**src/rtl/cs_flow_if.sv**
```systemverilog
// Flag handshake bundle between cs_flow and the mac/fifoc/fifod/adc blocks.
// master = sequencer side, slave = the blocks it drives.
interface cs_flow_if #(
    parameter int OVR_W = 8
);
    logic             fs_adc;
    logic             fifoc_full;
    logic             fifod_full;
    logic             fs_udp_rx;
    logic             fd_udp_rx;
    logic             fs_mac2fifoc;
    logic             fd_mac2fifoc;
    logic             fs_fifoc2cs;
    logic             fd_fifoc2cs;
    logic             fs_adc_conf;
    logic             fd_adc_conf;
    logic             fs_adc_read;
    logic             fd_adc_read;
    logic             fs_adc_fifo;
    logic             fd_adc_fifo;
    logic             fs_fifod2mac;
    logic             fd_fifod2mac;
    logic             fs_udp_tx;
    logic             fd_udp_tx;
    logic [3:0]       state;
    logic             err;
    logic [OVR_W-1:0] ovr_cnt;

    modport master (
        input  fs_adc, fifoc_full, fifod_full, fs_udp_rx,
        input  fd_mac2fifoc, fd_fifoc2cs, fd_adc_conf,
        input  fd_adc_read, fd_adc_fifo, fd_fifod2mac, fd_udp_tx,
        output fd_udp_rx,
        output fs_mac2fifoc, fs_fifoc2cs, fs_adc_conf,
        output fs_adc_read, fs_adc_fifo, fs_fifod2mac, fs_udp_tx,
        output state, err, ovr_cnt
    );

    modport slave (
        output fs_adc, fifoc_full, fifod_full, fs_udp_rx,
        output fd_mac2fifoc, fd_fifoc2cs, fd_adc_conf,
        output fd_adc_read, fd_adc_fifo, fd_fifod2mac, fd_udp_tx,
        input  fd_udp_rx,
        input  fs_mac2fifoc, fs_fifoc2cs, fs_adc_conf,
        input  fs_adc_read, fs_adc_fifo, fs_fifod2mac, fs_udp_tx,
        input  state, err, ovr_cnt
    );
endinterface

```
**src/rtl/cs_flow.sv**
```systemverilog
// Control-section sequencer: command receive/parse/configure, then one
// read->fifo->mac->tx frame per sample tick, with stage timeouts and overrun count.
module cs_flow #(
    parameter logic [15:0] TIMEOUT = 16'd50000,
    parameter int          OVR_W   = 8
) (
    input  logic      clk,
    input  logic      rst,
    cs_flow_if.master bus
);

    typedef enum logic [3:0] {
        IDLE      = 4'd0,
        CMD_RX    = 4'd1,
        CMD_PARSE = 4'd2,
        CONF      = 4'd3,
        WAIT      = 4'd4,
        READ      = 4'd5,
        FIFO      = 4'd6,
        MAC       = 4'd7,
        TX        = 4'd8,
        ERR       = 4'd9
    } st_t;

    st_t              st_q, st_d, nxt;
    logic [15:0]      tmr_q, tmr_d;
    logic             pend_q, pend_d;
    logic [OVR_W-1:0] ovr_q;
    logic [6:0]       fs_q;
    logic             fdrx_q, err_q;
    logic             fd_cur, gated, stage, tmo, busy;

    always_comb begin
        nxt    = st_q;
        fd_cur = 1'b0;
        gated  = 1'b0;
        stage  = 1'b1;
        unique case (st_q)
            CMD_RX: begin
                nxt    = CMD_PARSE;
                fd_cur = bus.fd_mac2fifoc;
                gated  = bus.fifoc_full;
            end
            CMD_PARSE: begin
                nxt    = CONF;
                fd_cur = bus.fd_fifoc2cs;
            end
            CONF: begin
                nxt    = WAIT;
                fd_cur = bus.fd_adc_conf;
            end
            READ: begin
                nxt    = FIFO;
                fd_cur = bus.fd_adc_read;
            end
            FIFO: begin
                nxt    = MAC;
                fd_cur = bus.fd_adc_fifo;
                gated  = bus.fifod_full;
            end
            MAC: begin
                nxt    = TX;
                fd_cur = bus.fd_fifod2mac;
            end
            TX: begin
                nxt    = WAIT;
                fd_cur = bus.fd_udp_tx;
            end
            default: stage = 1'b0;
        endcase
    end

    assign tmo  = stage && !gated && (tmr_q == TIMEOUT - 16'd1);
    assign busy = (st_q >= READ) && (st_q <= TX);

    always_comb begin
        st_d   = st_q;
        pend_d = pend_q;
        tmr_d  = tmr_q;
        if (stage) begin
            if (fd_cur)
                st_d = nxt;
            else if (tmo)
                st_d = ERR;
        end else begin
            unique case (st_q)
                IDLE: if (bus.fs_udp_rx) st_d = CMD_RX;
                WAIT: begin
                    // a new command outranks a same-cycle sample tick
                    if (bus.fs_udp_rx || pend_q)
                        st_d = CMD_RX;
                    else if (bus.fs_adc)
                        st_d = READ;
                end
                default: st_d = IDLE;
            endcase
        end
        if ((st_d == CMD_RX && st_q != CMD_RX) || st_q == ERR)
            pend_d = 1'b0;
        else if (bus.fs_udp_rx && st_q != IDLE && st_q != WAIT)
            pend_d = 1'b1;
        if (st_d != st_q)
            tmr_d = 16'd0;
        else if (stage && !gated)
            tmr_d = tmr_q + 16'd1;
    end

    always_ff @(posedge clk or negedge rst) begin
        if (!rst) begin
            st_q   <= IDLE;
            tmr_q  <= 16'd0;
            pend_q <= 1'b0;
            ovr_q  <= '0;
            fs_q   <= '0;
            fdrx_q <= 1'b0;
            err_q  <= 1'b0;
        end else begin
            st_q   <= st_d;
            tmr_q  <= tmr_d;
            pend_q <= pend_d;
            if (busy && bus.fs_adc && ovr_q != '1)
                ovr_q <= ovr_q + OVR_W'(1);
            fdrx_q  <= (st_d == CMD_RX) && (st_q != CMD_RX);
            err_q   <= (st_d == ERR);
            fs_q[0] <= (st_d == CMD_RX) && !bus.fifoc_full;
            fs_q[1] <= (st_d == CMD_PARSE);
            fs_q[2] <= (st_d == CONF);
            fs_q[3] <= (st_d == READ);
            fs_q[4] <= (st_d == FIFO) && !bus.fifod_full;
            fs_q[5] <= (st_d == MAC);
            fs_q[6] <= (st_d == TX);
        end
    end

    assign bus.fs_mac2fifoc = fs_q[0];
    assign bus.fs_fifoc2cs  = fs_q[1];
    assign bus.fs_adc_conf  = fs_q[2];
    assign bus.fs_adc_read  = fs_q[3];
    assign bus.fs_adc_fifo  = fs_q[4];
    assign bus.fs_fifod2mac = fs_q[5];
    assign bus.fs_udp_tx    = fs_q[6];
    assign bus.fd_udp_rx    = fdrx_q;
    assign bus.err          = err_q;
    assign bus.state        = st_q;
    assign bus.ovr_cnt      = ovr_q;

endmodule
```
**src/flat_wrapper.sv**
```systemverilog
// flat-port wrapper written by rule: the top's interface ports become plain ports
module cs_flow_flat 
#(
    parameter logic [15:0] TIMEOUT = 16'd50000,
    parameter int          OVR_W   = 8
)
  (clk, rst, bus_fs_adc, bus_fifoc_full, bus_fifod_full, bus_fs_udp_rx, bus_fd_mac2fifoc, bus_fd_fifoc2cs, bus_fd_adc_conf, bus_fd_adc_read, bus_fd_adc_fifo, bus_fd_fifod2mac, bus_fd_udp_tx, bus_fd_udp_rx, bus_fs_mac2fifoc, bus_fs_fifoc2cs, bus_fs_adc_conf, bus_fs_adc_read, bus_fs_adc_fifo, bus_fs_fifod2mac, bus_fs_udp_tx, bus_state, bus_err, bus_ovr_cnt);
  cs_flow_if #(.OVR_W(OVR_W)) bus_i ();
  input  logic clk;
  input  logic rst;
  input wire logic [$bits(bus_i.fs_adc)-1:0] bus_fs_adc;
  input wire logic [$bits(bus_i.fifoc_full)-1:0] bus_fifoc_full;
  input wire logic [$bits(bus_i.fifod_full)-1:0] bus_fifod_full;
  input wire logic [$bits(bus_i.fs_udp_rx)-1:0] bus_fs_udp_rx;
  input wire logic [$bits(bus_i.fd_mac2fifoc)-1:0] bus_fd_mac2fifoc;
  input wire logic [$bits(bus_i.fd_fifoc2cs)-1:0] bus_fd_fifoc2cs;
  input wire logic [$bits(bus_i.fd_adc_conf)-1:0] bus_fd_adc_conf;
  input wire logic [$bits(bus_i.fd_adc_read)-1:0] bus_fd_adc_read;
  input wire logic [$bits(bus_i.fd_adc_fifo)-1:0] bus_fd_adc_fifo;
  input wire logic [$bits(bus_i.fd_fifod2mac)-1:0] bus_fd_fifod2mac;
  input wire logic [$bits(bus_i.fd_udp_tx)-1:0] bus_fd_udp_tx;
  output wire logic [$bits(bus_i.fd_udp_rx)-1:0] bus_fd_udp_rx;
  output wire logic [$bits(bus_i.fs_mac2fifoc)-1:0] bus_fs_mac2fifoc;
  output wire logic [$bits(bus_i.fs_fifoc2cs)-1:0] bus_fs_fifoc2cs;
  output wire logic [$bits(bus_i.fs_adc_conf)-1:0] bus_fs_adc_conf;
  output wire logic [$bits(bus_i.fs_adc_read)-1:0] bus_fs_adc_read;
  output wire logic [$bits(bus_i.fs_adc_fifo)-1:0] bus_fs_adc_fifo;
  output wire logic [$bits(bus_i.fs_fifod2mac)-1:0] bus_fs_fifod2mac;
  output wire logic [$bits(bus_i.fs_udp_tx)-1:0] bus_fs_udp_tx;
  output wire logic [$bits(bus_i.state)-1:0] bus_state;
  output wire logic [$bits(bus_i.err)-1:0] bus_err;
  output wire logic [$bits(bus_i.ovr_cnt)-1:0] bus_ovr_cnt;
  assign bus_i.fs_adc = bus_fs_adc;
  assign bus_i.fifoc_full = bus_fifoc_full;
  assign bus_i.fifod_full = bus_fifod_full;
  assign bus_i.fs_udp_rx = bus_fs_udp_rx;
  assign bus_i.fd_mac2fifoc = bus_fd_mac2fifoc;
  assign bus_i.fd_fifoc2cs = bus_fd_fifoc2cs;
  assign bus_i.fd_adc_conf = bus_fd_adc_conf;
  assign bus_i.fd_adc_read = bus_fd_adc_read;
  assign bus_i.fd_adc_fifo = bus_fd_adc_fifo;
  assign bus_i.fd_fifod2mac = bus_fd_fifod2mac;
  assign bus_i.fd_udp_tx = bus_fd_udp_tx;
  assign bus_fd_udp_rx = bus_i.fd_udp_rx;
  assign bus_fs_mac2fifoc = bus_i.fs_mac2fifoc;
  assign bus_fs_fifoc2cs = bus_i.fs_fifoc2cs;
  assign bus_fs_adc_conf = bus_i.fs_adc_conf;
  assign bus_fs_adc_read = bus_i.fs_adc_read;
  assign bus_fs_adc_fifo = bus_i.fs_adc_fifo;
  assign bus_fs_fifod2mac = bus_i.fs_fifod2mac;
  assign bus_fs_udp_tx = bus_i.fs_udp_tx;
  assign bus_state = bus_i.state;
  assign bus_err = bus_i.err;
  assign bus_ovr_cnt = bus_i.ovr_cnt;
  cs_flow #(.TIMEOUT(TIMEOUT), .OVR_W(OVR_W)) u_core (.clk(clk), .rst(rst), .bus(bus_i));
endmodule
```
**config.mk**
```make
export PLATFORM = sky130hd
export DESIGN_NAME = cs_flow_flat
export DESIGN_NICKNAME = d
export VERILOG_FILES = /design/src/rtl/cs_flow_if.sv /design/src/rtl/cs_flow.sv /design/src/flat_wrapper.sv
export SDC_FILE = /design/constraint.sdc
export NUM_CORES = 1
export LEC_CHECK = 0
export BUFFER_PORTS_ARGS = -buffer_cell sky130_fd_sc_hd__buf_2
export CAP_MARGIN = 20
export CORE_ASPECT_RATIO = 1.2
export CORE_MARGIN = 1.5
export CORE_UTILIZATION = 62
export CTS_BUF_LIST = sky130_fd_sc_hd__clkbuf_16
export DETAILED_ROUTE_END_ITERATION = 16
export PLACE_DENSITY = 0.95
export SYNTH_ARGS = -nofsm -noshare
export SYNTH_HDL_FRONTEND = slang
export SYNTH_SLANG_ARGS = --single-unit
```
**constraint.sdc**
```tcl
create_clock -name clk -period 5.6 [get_ports clk]
set_input_delay 0.56 -clock clk [delete_from_list [all_inputs] [get_ports clk]]
set_output_delay 0.56 -clock clk [all_outputs]
set_load 0.02 [all_outputs]
```
==> flow_results.org, run 1 <==
** Outcome
- The flow ran to the end, and the final reports show no timing, DRC or antenna violations.

** Routing
- Total Wirelength :: 5.474 mm
- Dividing the detail-routed wire length by the instance count gives 16.49 um.
- The first routing iteration left 206 violations.
- Post-detailed-route DRC marker count :: 0
- The routed layout has 2116 vias.
- The first detailed-routing pass ran for 5 iterations.
- The count of nets left with antenna violations once routing finished came out at 0.
- Avg Vias per Cell :: 6.373

** Synthesis
- Most numerous cell types in the synthesized netlist :: 38 x sky130_fd_sc_hd__dfrtp_1, 27 x sky130_fd_sc_hd__nand2_1, 19 x sky130_fd_sc_hd__nor2_1
- Counting flops with a built-in enable in the synthesized netlist gives 0.
- By instance count, the leading cell after synthesis is sky130_fd_sc_hd__dfrtp_1.
- Summed over all instances, the cell type with the most area after synthesis is sky130_fd_sc_hd__dfrtp_1.
- Share of flip-flops with an asynchronous set or reset :: 100.0%
- Leading register cell type out of synthesis :: sky130_fd_sc_hd__dfrtp_1
- The cell count after synthesis came out at 254.
- Sequential-to-total area share from yosys stat :: 38.87%
- Distinct cells, synth :: 63
- Cell area after synthesis :: 0.002446 mm2
- In this run, synthesis produced a sequential element count of 38.
- Number of warnings printed during yosys synthesis :: 0
- A synthesized cell averages 9.630 um2.
- Top post-synthesis cells by area :: sky130_fd_sc_hd__dfrtp_1 39%, sky130_fd_sc_hd__xor2_1 5.4%, sky130_fd_sc_hd__nand2_1 4.1%, sky130_fd_sc_hd__nor2_1 2.9%, sky130_fd_sc_hd__nor4_1 2.8%
- Top-area cell type share of the netlist area :: 38.87%
- Post-Synthesis Net Count :: 269

** STA
- The hold violation total from the final report was 0.
- Adding up every negative setup slack in the final design gives 0 ns.
- Between clock sinks in the finished design, the worst skew comes to 0.004502 ns.
- Based on the critical path, the design can be clocked at up to 320.1 MHz.
- Headroom to the max-slew limit came out at 23.46%.
- The final-report max-slew violation count came to 0.
- Setup repair after global routing left no endpoint under its margin.
- Final critical-path required period :: 3.124 ns
- The worst path uses 55.79% of the clock period.
- Hold timing on the final database bottoms out at a slack of 0.3740 ns.
- The worst path meets setup with 2.476 ns of slack.
- Setup violations remaining at the end of the flow were counted as 0.
- For the pin with the worst max-slew slack, the measured transition is 1.148 ns.

** CTS
- Buffer depth of the longest clock path :: 2
- Clock latency reported for the late side of the worst-skew pair :: 0.28 ns
- Cts bufs inserted :: 5
- Counting every sink on the clock net gives 38.
- The H-tree was split into 2 levels.
- Once the clock tree was built, the resizer swapped 0 gates to a different size.
- Number of hold-repair buffers added at the cts stage :: 0
- The cell sitting at the root of the clock tree is a sky130_fd_sc_hd__clkbuf_16.
- Clock-pin slew of the registers on the worst-case setup and hold paths :: 0.05 ns
- TritonCTS built the clock tree.
- After clock tree synthesis, the setup repair step added 0 buffers.

** GRT
- Total track usage :: 27.94%
- Number of antenna violations at the first check in global routing :: 0
- Total grt overflow :: 0
- Pin count of the biggest net entering global routing :: 39
- The via count of the first global-routing pass is 2003.
- The first global-routing pass estimated 9.170 mm of wire.

** Floorplan
- The die is 71.81 um tall.
- Core Box Area :: 0.003694 mm2
- In this run the count of I/O pins placed on the die edge is 34.
- The die covers 0.004333 mm2.
- Die width :: 60.34 um
- Number of rows in the core area :: 24
- The initial utilization of the core area, before any placement, comes to 66.23%.

** Power
- Max rail drop VDD :: 0.3652 mV
- For this design the static power due to leakage is 1.209 nW.
- Ratio of total power to cell area :: 549.5 mW/mm2

** Setup path
- The largest individual stage delay along the critical path comes from the cell sky130_fd_sc_hd__dfrtp_1.
- The signal on the critical path passes through nand4bb_1 -> a21oi_1 -> or4_1 -> o31ai_1 -> o21bai_2 -> inv_1 -> nor4b_2.
- The worst setup path is captured at a flop.
- Critical Path RT :: 5.78 ns
- Depth of the critical timing path with buffers and inverters included :: 7
- Max stage delay on crit path :: 0.89 ns
- Family of cells with the greatest summed delay on the critical path :: simple AND/OR/NAND/NOR gates
- Total buffers and inverters traversed by the critical path :: 1
- Kind of critical path :: reg2reg
- Data arrives at the worst endpoint at 3.30 ns.
- Kind of start point of the critical path :: flop
- Highest fanout seen on the critical path :: 29
- The number of cells on the worst reg-to-reg path is 7.

** Placed design
- Prior to clock tree synthesis, the placed netlist has a worst setup slack of 2.574 ns.
- Number of placed instances with taps included :: 325
- Detailed Place HPWL :: 3.725 mm
- In this run the tool buffered the top-level ports with 33 buffer cells.
- At the end of routability-driven placement, the weighted congestion stood at 0.9091.

** Cells and area
- Filler Cells Inserted :: 252
- Number of nets in the final layout :: 295
- Layout cells sized above 1 :: 23.93%
- Relative to the synthesized area, the layout overhead comes to 11.56%.
- Once layout is complete, the cells apart from fillers number 332.
- The number of antenna diodes in the final layout is 0.

** Hold path
- The path class of the tightest hold or removal check is in2async.

** Run
- The tool flagged a number of max-cap violations equal to 0.
## area by class of cell
cell class              count  area [um2]  share of cell area [%]
clock inverters             2       33.78                   1.238
flip-flops and latches     38       950.9                   34.85
repair buffers             33       165.2                   6.052
inverters                   6       22.52                  0.8253
multi-input cells         196        1366                   50.07
well taps                  52       65.06                   2.384
clock buffers               5       125.1                   4.585
## worst paths after layout
| kind | startpoint | to | slack [ns] |
|---|---|---|---|
| worst max-delay path | u_core.bus.state[1] | u_core.fs_q[4] | 2.48 |
| worst min-delay path | rst | u_core.bus.ovr_cnt[4] | 0.37 |
| worst max register to register | u_core.bus.state[1] | u_core.fs_q[4] | 2.48 |
| worst min register to register | u_core.bus.ovr_cnt[4] | u_core.bus.ovr_cnt[4] | 0.49 |
| max in group asynchronous | rst | u_core.bus.err | 4.71 |
| min in group clk | bus_fifoc_full | u_core.fs_q[0] | 0.46 |
## kinds of logic (layout without fill, tap and decap cells)
logic type	Yosys count	in the layout	synth area share (%)
XOR/XNOR	22	22	7.877
flip-flops	38	38	38.87
multiplexers	4	4	1.790
AO/OA/AOI/OAI	55	55	17.80
AND/OR/NAND/NOR	113	113	27.37
buffers and inverters	20	46	5.268
adder cells (fa/ha/maj)	2	2	1.023
## worst register-to-register path: cells and delay by family (launching register included)
family / cells / cell delay, ns
and+or+nand+nor: 3 / 1.17
DFF: 1 / 0.89
AOI/OAI and AO/OA: 3 / 0.83
buffers and inverters: 1 / 0.14
## routing by layer
| metal | global-route usage, % | routed length [um] | vias to the layer above |
|---|---|---|---|
| met4 | 10.37 | 126 | 0 |
| met5 | 0 | 0 | - |
| met1 | 35.62 | 2223 | 1012 |
| met3 | 5.235 | 324 | 16 |
| li1 | - | - | 997 |
| met2 | 46.50 | 2799 | 91 |
## metrics by stage
stage | cell area [um2] | util (%) | total power [mW]
after floorplan | 2446 | - | 1.055
after global placement | 2570 | 69.58 | 1.153
after detailed placement | 2570 | 69.58 | 1.180
after CTS | 2729 | 73.88 | 1.487
after global routing | 2729 | 73.88 | 1.591
final | 2729 | 73.88 | 1.500
## where the power goes
part           internal [mW]  switching (mW)  leakage (nW)  total [mW]
clock network          0.206          0.0989        0.0773       0.304
registers              0.331           0.116         0.509       0.447
logic                  0.277           0.471         0.624       0.748
## flip-flops by register name (all words and copies together) (netlist names)
register              flops
u_core.bus.err            1
u_core.bus.fd_udp_rx      1
u_core.bus.ovr_cnt        8
u_core.bus.state          4
u_core.fs_q               7
u_core.pend_q             1
u_core.tmr_q             16
## cells in the final DEF, fill, tap and decap left out, drive strengths merged, types with 7 or more instances in the layout
| cell type | count |
|---|---|
| a21oi | 12 |
| buf | 33 |
| nor4 | 12 |
| xnor2 | 7 |
| nand2 | 27 |
| dfrtp | 38 |
| xor2 | 15 |
| a211oi | 9 |
| nor2 | 20 |
| nand4 | 8 |
(Power assumes the default switching activity.)
==> run 2, diff against run 1 <==
- ABC_AREA: default -> 1
- CORE_UTILIZATION: 62 -> 51
- PLACE_DENSITY: 0.95 -> 0.86
- clock period: 5.6 -> 2.7 ns (I/O delays scaled with it)
==> flow_results.org, run 2 <==
** Power
- The total power of the final layout was 2.596 mW (was 1.500 mW).
- The total leakage power came to 1.303 nW (was 1.209 nW).
- The ratio of total power to cell area is 1028 mW/mm2 (was 549.5 mW/mm2).
- The maximum vdd drop is 0.7260 mV (was 0.3652 mV).

** CTS
- The clock slew at the register clock pins of the worst setup and hold paths came to 0.06 ns (was 0.05 ns).
- The total setup buffers inserted after CTS was 0 (unchanged).
- The root buffer cell was sky130_fd_sc_hd__clkbuf_16 (unchanged).
- The number of buffers added by the clock tree synthesis step is 5 (unchanged).
- The deepest level of the CTS H-tree is 2 (unchanged).
- Number of hold-repair buffers added at the cts stage :: 0 (unchanged)
- Cells resized by post-CTS repair :: 0 (unchanged)
- The deepest clock path buffer count came to 2 (unchanged).
- Clk sink count :: 38 (unchanged)
- The insertion delay of the later-clocked pin in the worst-skew pair was 0.28 ns (about the same).
- Clock tree from TritonCTS :: done (unchanged)

** Routing
- The via count was 1876 (was 2116).
- Violation count after the first detailed-routing iteration :: 89 (was 206)
- Avg Vias per Cell :: 5.126 (was 6.373)
- The number of remaining DRC errors is 0 (unchanged).
- Total Wirelength :: 4.519 mm (was 5.474 mm)
- Routed WL per cell :: 12.35 um (was 16.49 um)
- Drt first pass iters :: 5 (unchanged)
- The number of antenna-violating nets in the routed design is 0 (unchanged).

** Synthesis
- Distinct cells, synth :: 26 (was 63)
- The cell type with the largest total area after synthesis was sky130_fd_sc_hd__dfrtp_1 (unchanged).
- The count of synthesis-stage warnings from yosys was 0 (unchanged).
- Top post-synthesis cells by area: sky130_fd_sc_hd__dfrtp_1 44%, sky130_fd_sc_hd__nand2_1 9.4%, sky130_fd_sc_hd__nand3_1 7.6%, sky130_fd_sc_hd__xor2_1 6.1%, sky130_fd_sc_hd__inv_1 5.9% (was sky130_fd_sc_hd__dfrtp_1 39%, sky130_fd_sc_hd__xor2_1 5.4%, sky130_fd_sc_hd__nand2_1 4.1%, sky130_fd_sc_hd__nor2_1 2.9%, sky130_fd_sc_hd__nor4_1 2.8%).
- The area of the mapped netlist is 0.002166 mm2 (was 0.002446 mm2).
- Sequential-to-total area share from yosys stat :: 43.91% (was 38.87%)
- Top-area cell type share of the netlist area :: 43.91% (was 38.87%)
- Leading register cell type out of synthesis :: sky130_fd_sc_hd__dfrtp_1 (unchanged)
- The cell count after synthesis came to 273 (was 254).
- The synthesized netlist net count was 288 (was 269).
- The post-synthesis sequential element count is 38 (unchanged).
- Most frequently used cell type in the post-synthesis netlist :: sky130_fd_sc_hd__nand2_1 (was sky130_fd_sc_hd__dfrtp_1)
- Most numerous cell types in the synthesized netlist :: 54 x sky130_fd_sc_hd__nand2_1, 38 x sky130_fd_sc_hd__dfrtp_1, 34 x sky130_fd_sc_hd__inv_1, 34 x sky130_fd_sc_hd__nor2_1, 33 x sky130_fd_sc_hd__nand3_1 (was 38 x sky130_fd_sc_hd__dfrtp_1, 27 x sky130_fd_sc_hd__nand2_1, 19 x sky130_fd_sc_hd__nor2_1)
- The mean instance size in the synthesized netlist is 7.933 um2 (was 9.630 um2).
- The share of flip-flops with an asynchronous set or reset after synthesis was 100.0% (unchanged).
- The number of flops mapped to enable cells by yosys came to 0 (unchanged).

** Floorplan
- The count of boundary I/O pins came to 34 (unchanged).
- Number of rows in the core area :: 25 (was 24)
- The placeable core area was 0.004004 mm2 (was 0.003694 mm2).
- Initial core utilization :: 54.09% (was 66.23%)
- The full die area came to 0.004648 mm2 (was 0.004333 mm2).
- The height of the die is 74.39 um (was 71.81 um).
- The die outline width is 62.49 um (was 60.34 um).

** Run
- The max-cap violation count is 0 (unchanged).

** Cells and area
- The number of nets in the layout is 326 (was 295).
- The count of inserted antenna diode cells came to 0 (unchanged).
- The area of the multi-input gates was 0.001050 mm2 (was 0.001366 mm2).
- The fraction of layout cells with a size suffix above 1 was 23.72% (was 23.93%).
- The most common cell after layout, fill and taps aside is sky130_fd_sc_hd__nand2_1 (was sky130_fd_sc_hd__dfrtp_1).
- Final cell utilization of the core :: 63.09% (was 73.88%)
- The most flop-heavy register is u_core.tmr_q (unchanged).
- Area taken by flip-flops and latches :: 950.9 um2 (unchanged)
- The area added between synthesis and finish is 16.64% (was 11.56%).
- Commonest non-fill, non-tap cells in the layout: 54 x sky130_fd_sc_hd__nand2_1, 38 x sky130_fd_sc_hd__dfrtp_1, 34 x sky130_fd_sc_hd__inv_1, 34 x sky130_fd_sc_hd__nor2_1 (was 38 x sky130_fd_sc_hd__dfrtp_1, 33 x sky130_fd_sc_hd__buf_2, 27 x sky130_fd_sc_hd__nand2_1).
- The number of inserted filler cells in the final layout was 374 (was 252).
- Flip-flop count of the largest register, all copies and words added :: 16 (unchanged)

** GRT
- The global-route total usage across every layer was 21.38% (was 27.94%).
- Number of antenna violations at the first check in global routing :: 0 (unchanged)
- Number of global-route vias before repair :: 1784 (was 2003)
- The global-route wire length before repair is 7.755 mm (was 9.170 mm).
- The overall overflow remaining after global route was 0 (unchanged).
- Pin count of the biggest net entering global routing :: 39 (unchanged)

** Hold path
- The path class of the lowest-slack min-delay path is in2async (unchanged).

** Setup path
- Critical Path RT :: 2.90 ns (was 5.78 ns)
- The endpoint kind of the worst setup timing path was a flop (unchanged).
- Kind of critical path :: reg2reg (unchanged)
- The largest driver fanout on the critical path is 16 (was 29).
- Kind of start point of the critical path :: flop (unchanged)
- Endpoint arrival time on the critical path :: 2.48 ns (was 3.30 ns)

** STA
- Final critical-path required period :: 2.275 ns (was 3.124 ns)
- Max Clock Skew :: 0.003722 ns (was 0.004502 ns)
- The relative slew slack was 45.93% (was 23.46%).
- Share of the cycle needed by the critical path after routing :: 84.28% (was 55.79%)
- Worst Setup Slack, final :: 0.4245 ns (was 2.476 ns)
- The post-route setup TNS was 0 ns (unchanged).
- Setup repair after global routing missed its margin :: false (unchanged)
- Number of slew-limit violations in the final report :: 0 (unchanged)
- Final count of negative-setup-slack endpoints :: 0 (unchanged)
- The hold violation total from the final report came to 0 (unchanged).
- Worst Max-Slew Pin Slew :: 0.8111 ns (was 1.148 ns)
- The fmax is 439.5 MHz (was 320.1 MHz).

** Placed design
- The count of port buffers added during placement is 33 (unchanged).
- Detailed Place HPWL :: 3.404 mm (was 3.725 mm)
- Final GP Congestion :: 0.9155 (was 0.9091)
- Worst-case setup slack after placement :: 0.4440 ns (was 2.574 ns)

** Outcome
- Status: completed (unchanged).
## run 2: per-stage QoR
step                instances  hold slack (ns)  area (um2)
floorplan                 273         -0.02559        2166
global placement          358           0.4181        2380
detailed placement        358           0.4190        2380
CTS                       366           0.1210        2526
global route              366           0.1689        2526
finish                    366          0.08176        2526
## run 2: logic make-up (layout without fill, tap and decap cells)
kind of cell	count (synthesis)	after routing	share of synthesized area, %
mux	1	1	0.5199
fa+ha+maj	2	2	1.155
simple gates	161	161	36.28
compound gates	12	12	3.235
flops	38	38	43.91
buf+inv	41	80	7.626
xor+xnor	18	18	7.279
## run 2: layer usage
| metal | routed length (um) | track usage [%] |
|---|---|---|
| met1 | 1824 | 24.44 |
| met2 | 2400 | 39.31 |
| met3 | 216 | 4.539 |
| met4 | 77 | 9.136 |
| met5 | 0 | 0 |
## run 2: power by group
part / switching, mW / internal, mW
sequential: 0.0931 / 0.671
clock: 0.233 / 0.341
combinational: 0.900 / 0.358
total: 1.23 / 1.37
## run 2: worst paths after layout
path / cells after the start / to / slack [ns] / from
max: 14 / u_core.tmr_q[3] / 0.42 / u_core.bus.state[0]
max reg2reg: 14 / u_core.tmr_q[3] / 0.42 / u_core.bus.state[0]
min in group clk: 2 / u_core.fs_q[0] / 0.18 / bus_fifoc_full
min reg2reg: 1 / u_core.bus.ovr_cnt[7] / 0.50 / u_core.bus.ovr_cnt[7]
max in group asynchronous: 1 / u_core.tmr_q[10] / 2.11 / rst
min: 1 / u_core.tmr_q[0] / 0.08 / rst
## run 2: cell type report
type	instances	area share (%)
multi-input combinational	194	41.56
sequential	38	37.64
timing repair buffer	33	6.538
inverter	39	5.795
clock buffer	5	4.953
tap	54	2.675
clock inverter	3	0.8420
## run 2: critical path, cell delays in order, from the launching register on
cell and delay, ns:
sky130_fd_sc_hd__dfrtp_1 0.54, sky130_fd_sc_hd__inv_2 0.11, sky130_fd_sc_hd__nor2_2 0.27, sky130_fd_sc_hd__nand3_1 0.14
sky130_fd_sc_hd__nand2_1 0.09, sky130_fd_sc_hd__nor2_1 0.05, sky130_fd_sc_hd__nand2_2 0.12, sky130_fd_sc_hd__nand2_1 0.07
sky130_fd_sc_hd__nand2_1 0.10, sky130_fd_sc_hd__inv_1 0.06, sky130_fd_sc_hd__nand3_1 0.06, sky130_fd_sc_hd__inv_1 0.06
sky130_fd_sc_hd__nor2_4 0.12, sky130_fd_sc_hd__nand3_4 0.22, sky130_fd_sc_hd__nor2_1 0.17
==> run 3, diff against run 2 <==
- ABC_AREA: 1 -> 0
- CORE_UTILIZATION: 51 -> 52
- clock period: 2.7 -> 1.85 ns (I/O delays scaled with it)
==> flow_results.org, run 3 (synthesis results as in run 1) <==
** Routing
- Violation count after the first detailed-routing iteration :: 530 (was 89)
- Drt first pass iters :: 7 (was 5)
- The via count came to 3263 (was 1876).
- The number of antenna-violating nets in the routed design was 0 (unchanged).
- Total Wirelength :: 13.03 mm (was 4.519 mm)
- Routed WL per cell :: 29.88 um (was 12.35 um)
- Avg Vias per Cell :: 7.484 (was 5.126)
- The number of remaining DRC errors is 0 (unchanged).

** Floorplan
- The die outline width is 65.61 um (was 62.49 um).
- Top-level port count :: 34 (unchanged)
- Die footprint :: 0.005126 mm2 (was 0.004648 mm2)
- The initial cell density of the core came to 53.64% (was 54.09%).
- Number of rows in the core area :: 27 (was 25)
- Die extent in y :: 78.13 um (was 74.39 um)
- The placeable core area is 0.004561 mm2 (was 0.004004 mm2).

** Setup path
- The kind of launch point of the worst setup path is a flop (unchanged).
- RR Endpoint :: u_core.fs_q[0] (was u_core.tmr_q[3])
- The data required time at the worst endpoint is 2.02 ns (was 2.90 ns).
- Number of cells on the worst reg-to-reg path :: 9 (was 14)
- The critical path class is reg2reg (unchanged).
- Crit end category :: flop (unchanged)
- Highest fanout seen on the critical path :: 12 (was 16)
- The slack of the worst reg-to-reg path is -0.76 ns (was 0.42 ns).
- Crit Reg-Reg Startpoint :: u_core.bus.state[3] (was u_core.bus.state[0])
- Endpoint arrival time on the critical path :: 2.78 ns (was 2.48 ns)

** CTS
- Clock tree from TritonCTS :: done (unchanged)
- The number of clock sinks seen by CTS came to 38 (unchanged).
- The root buffer cell is sky130_fd_sc_hd__clkbuf_16 (unchanged).
- The deepest clock path buffer count is 2 (unchanged).
- CTS H-tree lvls :: 2 (unchanged)
- Cts bufs inserted :: 5 (unchanged)
- Clock latency reported for the late side of the worst-skew pair :: 0.30 ns (was 0.28 ns)
- Clock-pin slew of the registers on the worst-case setup and hold paths :: 0.06 ns (about the same)

** Placed design
- The placed wire-length estimate after detailed placement came to 5.059 mm (was 3.404 mm).
- Worst-case setup slack after placement :: -0.5950 ns (was 0.4440 ns)
- The count of port buffers added during placement was 33 (unchanged).
- The weighted congestion at the end of routability-driven global placement is 1.068 (was 0.9155).

** Power
- The clock share of power is 14.4% (was 22.1%).
- Static Leak :: 1.789 nW (was 1.303 nW)
- The net switching fraction of the power is 46.96% (was 47.22%).
- The ratio of total power to cell area is 2010 mW/mm2 (was 1028 mW/mm2).
- Cell-internal power :: 4.316 mW (was 1.370 mW)
- Overall Power :: 8.138 mW (was 2.596 mW)
- Switching power of the nets :: 3.821 mW (was 1.226 mW)
- Fraction of power consumed by sequential logic :: 15.1% (was 29.4%)
- The combinational power share is 70.5% (was 48.5%).
- The maximum vdd drop is 1.641 mV (was 0.7260 mV).

** Hold path
- Worst hold path class :: in2reg (was in2async)
- The worst hold path passes through 3 cells.
- WHS Endpoint :: u_core.fs_q[4]
- Launch point of the worst hold path :: bus_fifod_full

** STA
- The worst-case setup margin in the final layout came to -0.7572 ns (was 0.4245 ns).
- The total setup violations reported at the end of the flow came to 38 (was 0).
- The setup skew after layout came to 0.002869 ns (was 0.003722 ns).
- Relative slew slack :: 51.23% (was 45.93%)
- The final worst-path cycle share is 140.9% (was 84.28%).
- Setup repair after global routing missed its margin: true (was false).
- Achievable clock frequency :: 383.6 MHz (was 439.5 MHz)
- The hold violation total from the final report was 0 (unchanged).
- The slew at the pin closest to its max-slew limit came to 0.7249 ns (was 0.8111 ns).
- Number of slew-limit violations in the final report :: 0 (unchanged)
- Final critical-path required period :: 2.607 ns (was 2.275 ns)

** Cells and area
- The number of inserted filler cells in the final layout is 168 (was 374).
- Number of nets in the final layout :: 392 (was 326)
- Layout cells sized above 1 :: 57.14% (was 23.72%)
- Flip-flop count of the largest register, all copies and words added :: 16 (unchanged)
- Commonest non-fill, non-tap cells in the layout: 73 x sky130_fd_sc_hd__buf_4, 34 x sky130_fd_sc_hd__dfrtp_1, 33 x sky130_fd_sc_hd__buf_2 (was 54 x sky130_fd_sc_hd__nand2_1, 38 x sky130_fd_sc_hd__dfrtp_1, 34 x sky130_fd_sc_hd__inv_1, 34 x sky130_fd_sc_hd__nor2_1).
- Most common cell after layout, fill and taps aside :: sky130_fd_sc_hd__buf_4 (was sky130_fd_sc_hd__nand2_1)
- The count of inserted antenna diode cells is 0 (unchanged).
- Largest Register :: u_core.tmr_q (unchanged)
- Area growth from synthesis to layout :: 65.52% (was 16.64%)

** GRT
- The via count of the first global-routing pass is 2913 (was 1784).
- Total grt overflow :: 0 (unchanged)
- First-pass GRT wire length :: 15.69 mm (was 7.755 mm)
- The global-route total usage across every layer is 41.73% (was 21.38%).
- Number of antenna violations at the first check in global routing :: 1 (was 0)
- The maximum number of pins on one net before global-route repair is 23 (was 39).

** Outcome
- Violations in the final reports :: negative setup slack
- Status: finished, violations left (was completed).

** Run
- Max cap viols :: 0 (unchanged)
## run 3: changes by cell type in the layout (fill, tap and decap cells not counted), sizes merged, moves of 6 or more
cell / change
nand2: -33
nor4: +11
a2111oi: +6
a211oi: +9
nand3: -30
nor2: -31
buf: +96
a21oi: +9
inv: -33
## run 3: worst max-delay path by stage
stage	cells after the start	from	endpoint	slack, ns
4_1_cts	7	u_core.tmr_q[7]	u_core.fs_q[0]	-0.48
5_1_grt	8	u_core.bus.state[2]	u_core.tmr_q[9]	-0.89
3_3_place_gp	6	u_core.tmr_q[7]	u_core.fs_q[0]	-0.43
2_1_floorplan	8	u_core.bus.state[3]	u_core.fs_q[1]	-0.50
3_5_place_dp	8	u_core.bus.state[2]	u_core.tmr_q[9]	-0.59
6_report	9	u_core.bus.state[3]	u_core.fs_q[0]	-0.76
## run 3: worst max-delay path, cell delays in order (launching register included)
cell,delay (ns)
sky130_fd_sc_hd__dfrtp_2,0.46
sky130_fd_sc_hd__buf_4,0.22
sky130_fd_sc_hd__nor3b_2,0.42
sky130_fd_sc_hd__nor2_2,0.17
sky130_fd_sc_hd__a211oi_4,0.25
sky130_fd_sc_hd__buf_6,0.17
sky130_fd_sc_hd__o31ai_4,0.10
sky130_fd_sc_hd__o21bai_4,0.24
sky130_fd_sc_hd__buf_12,0.14
sky130_fd_sc_hd__nor4b_4,0.31
## run 3: power groups by stage
| stage | clock (mW) | sequential (mW) | combinational, mW |
|---|---|---|---|
| 2_1_floorplan | 0 | 1.30 | 2.02 |
| 3_3_place_gp | 0 | 1.19 | 3.29 |
| 3_5_place_dp | 0 | 1.19 | 3.39 |
| 4_1_cts | 1.14 | 1.19 | 4.07 |
| 5_1_grt | 1.19 | 1.23 | 5.78 |
| 6_report | 1.17 | 1.23 | 5.74 |
## run 3: metrics by stage
step / setup TNS, ns / cells / instance area, um2 / hold slack, ns / utilization, %
global route: -20.64 / 436 / 4049 / 0.2048 / 88.78
detailed placement: -13.84 / 401 / 3147 / 0.1770 / 69.00
CTS: -12.87 / 420 / 3672 / 0.1653 / 80.52
global placement: -11.55 / 401 / 3147 / 0.1686 / 69.00
floorplan: -11.45 / 254 / 2492 / -0.1106 / -
finish: -19.51 / 436 / 4049 / 0.1964 / 88.78
## run 3: metal layers
layer | global-route usage, % | share of wire (%) | vias to the layer above
met5 | 0 | 0.10 | -
met2 | 69.49 | 45 | 415
met3 | 9.312 | 13 | 163
li1 | - | - | 1196
met1 | 46.23 | 31 | 1487
met4 | 29.79 | 11 | 2
## run 3: area by class of cell
class | instances | area (um2) | share of cell area (%)
tap | 58 | 72.57 | 1.792
timing repair buffer | 130 | 999.7 | 24.69
inverter | 6 | 22.52 | 0.5562
multi-input combinational | 196 | 1804 | 44.56
sequential | 38 | 955.9 | 23.61
clock inverter | 3 | 68.82 | 1.700
clock buffer | 5 | 125.1 | 3.090
## run 3: repair_timing
| item | CTS | global route |
|---|---|---|
| resized for setup | 60 | 51 |
| pin swaps | 16 | 23 |
| setup buffers | 9 | 18 |
| cloned | 2 | 0 |
| setup endpoints to repair | 38 | 38 |
| hold buffers | 1 | 0 |
| hold endpoints to repair | 20 | 0 |
